$ cat src/rtl/control_sequencer_if.sv
// Datapath-facing bundle of the control sequencer: instruction/handshake inputs and all strobes.
// Build option CONTROL_SEQ_STEP_EN adds the single-step qualifier "step".
interface control_sequencer_if #(
    parameter int NREG = 16,
    parameter int OPW  = 5
);
    logic            run;
    logic [31:0]     ir;
    logic            mem_rdy;
`ifdef CONTROL_SEQ_STEP_EN
    logic            step;
`endif
    logic            PC_out, MDR_out, Zlo_out, Zhi_out;
    logic            MAR_rd, MDR_rd, IR_rd, Y_rd, Zlo_rd, Zhi_rd, HI_rd, LO_rd;
    logic            IncPC, Read;
    logic [NREG-1:0] R_rd, R_wrt;
    logic [OPW-1:0]  op_sel;
    logic            busy, halted, illegal;

    modport master (
        input  run, ir, mem_rdy,
`ifdef CONTROL_SEQ_STEP_EN
        input  step,
`endif
        output PC_out, MDR_out, Zlo_out, Zhi_out,
        output MAR_rd, MDR_rd, IR_rd, Y_rd, Zlo_rd, Zhi_rd, HI_rd, LO_rd,
        output IncPC, Read, R_rd, R_wrt, op_sel, busy, halted, illegal
    );

    modport slave (
        output run, ir, mem_rdy,
`ifdef CONTROL_SEQ_STEP_EN
        output step,
`endif
        input  PC_out, MDR_out, Zlo_out, Zhi_out,
        input  MAR_rd, MDR_rd, IR_rd, Y_rd, Zlo_rd, Zhi_rd, HI_rd, LO_rd,
        input  IncPC, Read, R_rd, R_wrt, op_sel, busy, halted, illegal
    );
endinterface

$ cat src/rtl/control_sequencer.sv
// Hardwired fetch/execute sequencer (T0..T6) with Moore-decoded datapath strobes.
// Build option CONTROL_SEQ_STEP_EN: T-states advance (and strobe) only when step=1.
module control_sequencer #(
    parameter int NREG = 16,
    parameter int OPW  = 5
) (
    input logic                 clk,
    input logic                 clr,
    control_sequencer_if.master bus
);
    typedef enum logic [3:0] {
        S_IDLE, S_T0, S_T1, S_T2, S_T3, S_T4, S_T5, S_T6, S_HALT
    } state_t;

    localparam logic [4:0] OP_NEG  = 5'b01001;
    localparam logic [4:0] OP_NOT  = 5'b01010;
    localparam logic [4:0] OP_MUL  = 5'b01100;
    localparam logic [4:0] OP_DIV  = 5'b01101;
    localparam logic [4:0] OP_HALT = 5'b11111;

    state_t state_q, state_d;
    logic   illegal_q, illegal_d;
    logic   advance;

    logic [4:0] op;
    logic [3:0] ra, rb, rc;
    logic       is_alu, is_muldiv, is_unary;
    logic       unused_ir;

    assign op        = bus.ir[31:27];
    assign ra        = bus.ir[26:23];
    assign rb        = bus.ir[22:19];
    assign rc        = bus.ir[18:15];
    assign unused_ir = ^bus.ir[14:0];

    assign is_alu    = (op <= OP_NOT);
    assign is_muldiv = (op == OP_MUL) || (op == OP_DIV);
    assign is_unary  = (op == OP_NEG) || (op == OP_NOT);

`ifdef CONTROL_SEQ_STEP_EN
    assign advance = bus.step;
`else
    assign advance = 1'b1;
`endif

    // NOTE: sequential state uses non-blocking assignments so every register
    // samples pre-edge values; blocking here would create order-dependent races.
    always_ff @(posedge clk) begin
        if (clr) begin
            state_q   <= S_IDLE;
            illegal_q <= 1'b0;
        end else begin
            state_q   <= state_d;
            illegal_q <= illegal_d;
        end
    end

    // NOTE: every signal written below gets a default first, so no path through
    // the case statement can leave one unassigned and infer a latch.
    always_comb begin
        state_d     = state_q;
        illegal_d   = illegal_q;
        bus.PC_out  = 1'b0;
        bus.MDR_out = 1'b0;
        bus.Zlo_out = 1'b0;
        bus.Zhi_out = 1'b0;
        bus.MAR_rd  = 1'b0;
        bus.MDR_rd  = 1'b0;
        bus.IR_rd   = 1'b0;
        bus.Y_rd    = 1'b0;
        bus.Zlo_rd  = 1'b0;
        bus.Zhi_rd  = 1'b0;
        bus.HI_rd   = 1'b0;
        bus.LO_rd   = 1'b0;
        bus.IncPC   = 1'b0;
        bus.Read    = 1'b0;
        bus.R_rd    = '0;
        bus.R_wrt   = '0;
        bus.op_sel  = '0;

        unique case (state_q)
            S_IDLE: if (bus.run) state_d = S_T0;
            S_T0: if (advance) begin
                bus.PC_out = 1'b1;
                bus.MAR_rd = 1'b1;
                bus.IncPC  = 1'b1;
                state_d    = S_T1;
            end
            S_T1: if (advance) begin
                bus.Read   = 1'b1;
                bus.MDR_rd = 1'b1;
                if (bus.mem_rdy) state_d = S_T2;
            end
            S_T2: if (advance) begin
                bus.MDR_out = 1'b1;
                bus.IR_rd   = 1'b1;
                if (is_alu || is_muldiv) begin
                    state_d = S_T3;
                end else begin
                    state_d   = S_HALT;
                    illegal_d = (op != OP_HALT);
                end
            end
            S_T3: if (advance) begin
                bus.R_wrt = NREG'(1) << rb;
                bus.Y_rd  = 1'b1;
                state_d   = S_T4;
            end
            S_T4: if (advance) begin
                bus.R_wrt  = NREG'(1) << (is_unary ? rb : rc);
                bus.op_sel = OPW'(op);
                bus.Zlo_rd = 1'b1;
                bus.Zhi_rd = is_muldiv;
                state_d    = S_T5;
            end
            S_T5: if (advance) begin
                bus.Zlo_out = 1'b1;
                if (is_muldiv) begin
                    bus.LO_rd = 1'b1;
                    state_d   = S_T6;
                end else begin
                    bus.R_rd  = NREG'(1) << ra;
                    state_d   = S_T0;
                end
            end
            S_T6: if (advance) begin
                bus.Zhi_out = 1'b1;
                bus.HI_rd   = 1'b1;
                state_d     = S_T0;
            end
            S_HALT: ;
            default: state_d = S_IDLE;
        endcase
    end

    assign bus.busy    = (state_q != S_IDLE) && (state_q != S_HALT);
    assign bus.halted  = (state_q == S_HALT);
    assign bus.illegal = illegal_q;
endmodule

$ cat src/flat_wrapper.sv
// flat-port wrapper written by rule: the top's interface ports become plain ports
module control_sequencer_flat 
#(
    parameter int NREG = 16,
    parameter int OPW  = 5
)
  (clk, clr, bus_run, bus_ir, bus_mem_rdy, bus_PC_out, bus_MDR_out, bus_Zlo_out, bus_Zhi_out, bus_MAR_rd, bus_MDR_rd, bus_IR_rd, bus_Y_rd, bus_Zlo_rd, bus_Zhi_rd, bus_HI_rd, bus_LO_rd, bus_IncPC, bus_Read, bus_R_rd, bus_R_wrt, bus_op_sel, bus_busy, bus_halted, bus_illegal);
  control_sequencer_if #(.NREG(NREG), .OPW(OPW)) bus_i ();
  input logic clk;
  input logic clr;
  input wire logic [$bits(bus_i.run)-1:0] bus_run;
  input wire logic [$bits(bus_i.ir)-1:0] bus_ir;
  input wire logic [$bits(bus_i.mem_rdy)-1:0] bus_mem_rdy;
  output wire logic [$bits(bus_i.PC_out)-1:0] bus_PC_out;
  output wire logic [$bits(bus_i.MDR_out)-1:0] bus_MDR_out;
  output wire logic [$bits(bus_i.Zlo_out)-1:0] bus_Zlo_out;
  output wire logic [$bits(bus_i.Zhi_out)-1:0] bus_Zhi_out;
  output wire logic [$bits(bus_i.MAR_rd)-1:0] bus_MAR_rd;
  output wire logic [$bits(bus_i.MDR_rd)-1:0] bus_MDR_rd;
  output wire logic [$bits(bus_i.IR_rd)-1:0] bus_IR_rd;
  output wire logic [$bits(bus_i.Y_rd)-1:0] bus_Y_rd;
  output wire logic [$bits(bus_i.Zlo_rd)-1:0] bus_Zlo_rd;
  output wire logic [$bits(bus_i.Zhi_rd)-1:0] bus_Zhi_rd;
  output wire logic [$bits(bus_i.HI_rd)-1:0] bus_HI_rd;
  output wire logic [$bits(bus_i.LO_rd)-1:0] bus_LO_rd;
  output wire logic [$bits(bus_i.IncPC)-1:0] bus_IncPC;
  output wire logic [$bits(bus_i.Read)-1:0] bus_Read;
  output wire logic [$bits(bus_i.R_rd)-1:0] bus_R_rd;
  output wire logic [$bits(bus_i.R_wrt)-1:0] bus_R_wrt;
  output wire logic [$bits(bus_i.op_sel)-1:0] bus_op_sel;
  output wire logic [$bits(bus_i.busy)-1:0] bus_busy;
  output wire logic [$bits(bus_i.halted)-1:0] bus_halted;
  output wire logic [$bits(bus_i.illegal)-1:0] bus_illegal;
  assign bus_i.run = bus_run;
  assign bus_i.ir = bus_ir;
  assign bus_i.mem_rdy = bus_mem_rdy;
  assign bus_PC_out = bus_i.PC_out;
  assign bus_MDR_out = bus_i.MDR_out;
  assign bus_Zlo_out = bus_i.Zlo_out;
  assign bus_Zhi_out = bus_i.Zhi_out;
  assign bus_MAR_rd = bus_i.MAR_rd;
  assign bus_MDR_rd = bus_i.MDR_rd;
  assign bus_IR_rd = bus_i.IR_rd;
  assign bus_Y_rd = bus_i.Y_rd;
  assign bus_Zlo_rd = bus_i.Zlo_rd;
  assign bus_Zhi_rd = bus_i.Zhi_rd;
  assign bus_HI_rd = bus_i.HI_rd;
  assign bus_LO_rd = bus_i.LO_rd;
  assign bus_IncPC = bus_i.IncPC;
  assign bus_Read = bus_i.Read;
  assign bus_R_rd = bus_i.R_rd;
  assign bus_R_wrt = bus_i.R_wrt;
  assign bus_op_sel = bus_i.op_sel;
  assign bus_busy = bus_i.busy;
  assign bus_halted = bus_i.halted;
  assign bus_illegal = bus_i.illegal;
  control_sequencer #(.NREG(NREG), .OPW(OPW)) u_core (.clk(clk), .clr(clr), .bus(bus_i));
endmodule
$ cat config.mk
export PLATFORM = sky130hd
export DESIGN_NAME = control_sequencer_flat
export DESIGN_NICKNAME = d
export VERILOG_FILES = /design/src/rtl/control_sequencer_if.sv /design/src/rtl/control_sequencer.sv /design/src/flat_wrapper.sv
export SDC_FILE = /design/constraint.sdc
export NUM_CORES = 1
export LEC_CHECK = 0
export ABC_AREA = 1
export CAP_MARGIN = 0
export CORE_ASPECT_RATIO = 0.6
export CORE_MARGIN = 1
export CORE_UTILIZATION = 31
export DETAILED_ROUTE_END_ITERATION = 10
export HOLD_SLACK_MARGIN = 0.05
export PLACE_DENSITY = 0.9
export RECOVER_POWER = 100
export SKIP_LAST_GASP = 1
export SLEW_MARGIN = 20
export SYNTH_ARGS = -nofsm -noshare
export SYNTH_HDL_FRONTEND = slang
export SYNTH_SLANG_ARGS = --single-unit
$ cat constraint.sdc
create_clock -name clk -period 3.6 [get_ports clk]
set_input_delay 0.72 -clock clk [delete_from_list [all_inputs] [get_ports clk]]
set_output_delay 0.72 -clock clk [all_outputs]
set_load 0.005 [all_outputs]
=== After elaboration in Yosys (flattened, before gate mapping) ===
Cells that the tools add are included.

* Output and inout bits: 54
* Word-level logic and storage cells: 52
* Input bits: 36
* Bits in registers: 5

* Eq/ne operators: 16
* Mux-type cells: 20
* Magnitude comparators: 1
* Bitwise gates (word level): 2
* Shifts and indexed selects: 3
* Reduce and logical (&&, ||, !) cells: 8

{| class="wikitable"
|+ Operator list
! cell !! number
|-
| 1-bit by 4-bit left shift with 16-bit output, first input constant || 3
|-
| 4-bit case mux with 9 select lines || 1
|-
| 16-bit two-way mux || 2
|-
| 16-bit case mux with 2 select lines || 1
|-
| 5-bit by 4-bit == test with 1-bit output, second input constant || 4
|-
| 4-bit by 3-bit == test with 1-bit output, second input constant || 4
|-
| 4-bit two-way mux || 4
|-
| 1-bit two-way mux || 10
|-
| 4-bit by 2-bit == test with 1-bit output, second input constant || 2
|-
| 5-bit by 4-bit <= comparator with 1-bit output, second input constant || 1
|-
| 5-bit two-way mux || 1
|-
| 5-bit inequality test, second input constant || 1
|-
| 4-bit by 1-bit == test with 1-bit output, second input constant || 1
|-
| 4-bit == test, second input constant || 1
|-
| 4-bit zero test || 1
|-
| 2-bit inequality test, second input constant || 2
|-
| 4-bit inequality test, second input constant || 1
|-
| 4-bit nonzero test || 1
|-
| 1-bit logical OR || 3
|-
| 3-bit two-way mux || 1
|-
| 3-bit AND reduction || 1
|-
| 1-bit inverter || 2
|-
| 2-bit AND reduction || 1
|-
| 1-bit logical AND || 1
|}

=== Logic depth before layout (Yosys ltp) ===
* Depth in word-level cells: 5
* Mapped depth: 8
* Gate-level depth less buffers: 8

=== Worst setup path before layout ===
Ideal clock, no wire load.

* Path kind: input to output
* From: in bus_ir[31]
* To: out bus_R_wrt[0]
* Data arrival time: 1,511 ps
* Slack: 1,369 ps
* Path buffers: 0
* Required time: 2,880 ps
* Stages on the path: 7
* Cells stage by stage: nor2_2 > nand3_4 > nand3_2 > nand2_1 > nand2_2 > nand2_2 > nor2_1

* Word-level cells in the longest chain between the ends: 5
* Elaborated cells on any way between the ends: 6
* Those cells by class: 2 x eq/ne; 1 x shift; 2 x mux; 1 x reduce/logical

{| class="wikitable"
|+ RTL lines
! element !! RTL line !! source
|-
| start, declared || flat_wrapper.sv:12 || <nowiki>input wire logic [$bits(bus_i.ir)-1:0] bus_ir;</nowiki>
|-
| 5-bit by 4-bit == test with 1-bit output || control_sequencer.sv:38 || <nowiki>assign is_unary = (op == OP_NEG) || (op == OP_NOT);</nowiki>
|-
| 1-bit logical OR (*) || control_sequencer.sv:38 ||
|-
| 4-bit two-way mux (*) || control_sequencer.sv:110 || <nowiki>bus.R_wrt = NREG'(1) << (is_unary ? rb : rc);</nowiki>
|-
| 1-bit by 4-bit left shift with 16-bit output (*) || control_sequencer.sv:110 ||
|-
| 16-bit case mux with 2 select lines (*) || control_sequencer.sv:81 || <nowiki>unique case (state_q)</nowiki>
|-
| end, declared || flat_wrapper.sv:29 || <nowiki>output wire logic [$bits(bus_i.R_wrt)-1:0] bus_R_wrt;</nowiki>
|}

Mark *: on every way between the ends. The rest lies on a longest branch, timed or not.

=== Worst setup path in the final report ===
* From: in bus_ir[31]
* To: out bus_R_wrt[5]

The elaborated chain is that of the path after synthesis.

==> impl_metrics.ini <==
[run_status]
status = finished, violations left
violations = design-rule violations

[final_layout]
syn_to_final_growth_pct = 86.6
final_nets = 271
final_cell_mix = nor2_1 (51), dlygate4sd3_1 (38), clkdlybuf4s50_1 (36)
antenna_cells = 0
fillerInstances = 255
drive_gt1_share_pct = 10.3
design_area_um2 = 1640
final_common_cell = nor2_1

[drt]
wirelength_um = 2730
route.vias.total = 1240
routed_via_density = 4.66
dr.pass1.iters = 7
drtAntennaViolNets = 0
drt_iter0_drc = 39
wire_per_inst_um = 10.3
drc = 12

[clock_tree]
clkLatencyLatePin_ps = 220
clockBufferDepth = 2
clkSinkCount = 5
cts_tree = built
numCtsBuffers = 3
clkSlewWorstSetupHoldPaths_ps = 30
cts_setup_buffers = 0
hold_buffers = 0
cts_resized = 0
htreeDepth = 1
clock-root-buffer = clkbuf_8

[placed_design]
place_area_um2 = 1610
hpwl_um = 2300
io_buffers = 74
routabilityCongestion = 0.764

[global_route]
grt_pass1_vias = 1048
grt_pass1_wl_um = 4480
grt_antenna_before_repair = 0
track_usage_pct = 18.4
grt_max_degree = 12
overflow = 0

[floorplanning]
ios = 90
die_y_um = 43.3
num_rows = 14
dieArea_um2 = 3070
die-width_um = 70.8
coreArea_um2 = 2590
start_util_pct = 34.0

[job]
maxCapViolCount = 0

[yosys]
avgSynthCellArea_um2 = 5.40
yosysSeqAreaShare_pct = 11.4
ys_ff_latch = 5
synth_cell_types = 24
synth.top_cell.area_share_pct = 21.7
synth_area_leaders = nor2_1 (22%), dfxtp_1 (11%), inv_1 (9.8%), nand2_1 (9.4%), nand2_2 (7.1%)
synth_area_um2 = 881
synthCells = 163
synth_edf_count = 0
ys.flop_type = dfxtp_1
yosysTopAreaCell = nor2_1
synthesis.nets = 199
ys_warn_count = 0
async_reset_ff_share_pct = 0

[worst_setup_path]
required_ps = 2880
reg2reg_setup_slack_ps = 2110
cp-start-kind = primary input
crit_arrival_ps = 2690
path_max_fanout = 8
path_class = primary input to output port
cp-end-kind = output port

[sta]
final-hold-violation-count = 0
clock_skew_ps = 1.61
fin_setup_tns_ps = 0
slew_headroom_pct = 64.5
worst_pin_slew_ps = 529
grt_setup_unrepaired = no
fmax_ghz = 0.293
finalSetupViolations = 0
finalCriticalPeriod_ps = 3410
slew_viol_final = 0
post-route-period-util_pct = 94.8

[hold_path]
hp-class = flop to flop

[power]
leakage_nw = 0.775
power_density_nw_per_um2 = 173
peakVddDrop_v = 0.000153
## critical path, stage by stage
cell and delay, ps:
clkdlybuf4s50_1 490, nor2_2 210, nand3_4 150, nand3_2 150, nand2_1 90, nand2_2 70, nand2_2 100, nor2_1 130
dlygate4sd3_1 570
## cell families after synthesis
logic type	share of synthesized area, %
AOI/OAI and AO/OA	4.12
buffers and inverters	18.3
DFF	11.4
and+or+nand+nor	66.2
## where the power goes
group          switching, W  total [W]  internal (W)
sequential       0.00000547  0.0000662     0.0000607
clock             0.0000272   0.000103     0.0000760
combinational     0.0000581   0.000115     0.0000574
## stage by stage
step	total power [W]	util (%)	setup slack, ps	cells	hold slack, ps
6_report	0.000285	63.4	188	266	459
5_1_grt	0.000309	63.4	26.5	266	511
3_5_place_dp	0.000190	62.1	238	262	459
2_1_floorplan	0.000131	-	1370	163	455
4_1_cts	0.000297	63.8	217	266	464
3_3_place_gp	0.000186	62.1	271	262	455
## area by class of cell
class	count	area, um^2	area share (%)
repair buffers	75	748	45.5
clock buffers	4	45.0	2.74
well taps	32	40.0	2.44
inverters	27	101	6.16
flip-flops and latches	5	100	6.09
multi-input cells	123	609	37.1
## per-layer routing
metal  up-vias  GRT usage [%]  wire [um]
met3         0           4.51        225
met1       535           25.2       1370
met4         0           5.20          0
met5         -              0          0
met2        53           28.7       1140
li1        652              -          -
## cell usage after synthesis (2+ instances only)
master and number:
nor3_1 3, buf_4 6, a21oi_1 3, nor2_4 2, inv_2 4, dfxtp_1 5
nand4_1 9, nor2_1 51, nand3_2 3, nand2_1 22, nand2_2 10, inv_1 23
nand3_1 11
## flip-flops by register name, indices dropped and copies added, names as in the netlist
name / cells
u_core.state_q: 4
u_core.bus.illegal: 1
## worst paths after layout
kind                                         start            endpoint  cells after the start
worst max-delay path                    bus_ir[31]        bus_R_wrt[5]                      9
worst min-delay path            u_core.bus.illegal  u_core.bus.illegal                      2
worst max register to register   u_core.state_q[1]  u_core.bus.illegal                      5
worst min register to register  u_core.bus.illegal  u_core.bus.illegal                      2
Power figures use the tool's default switching activity.
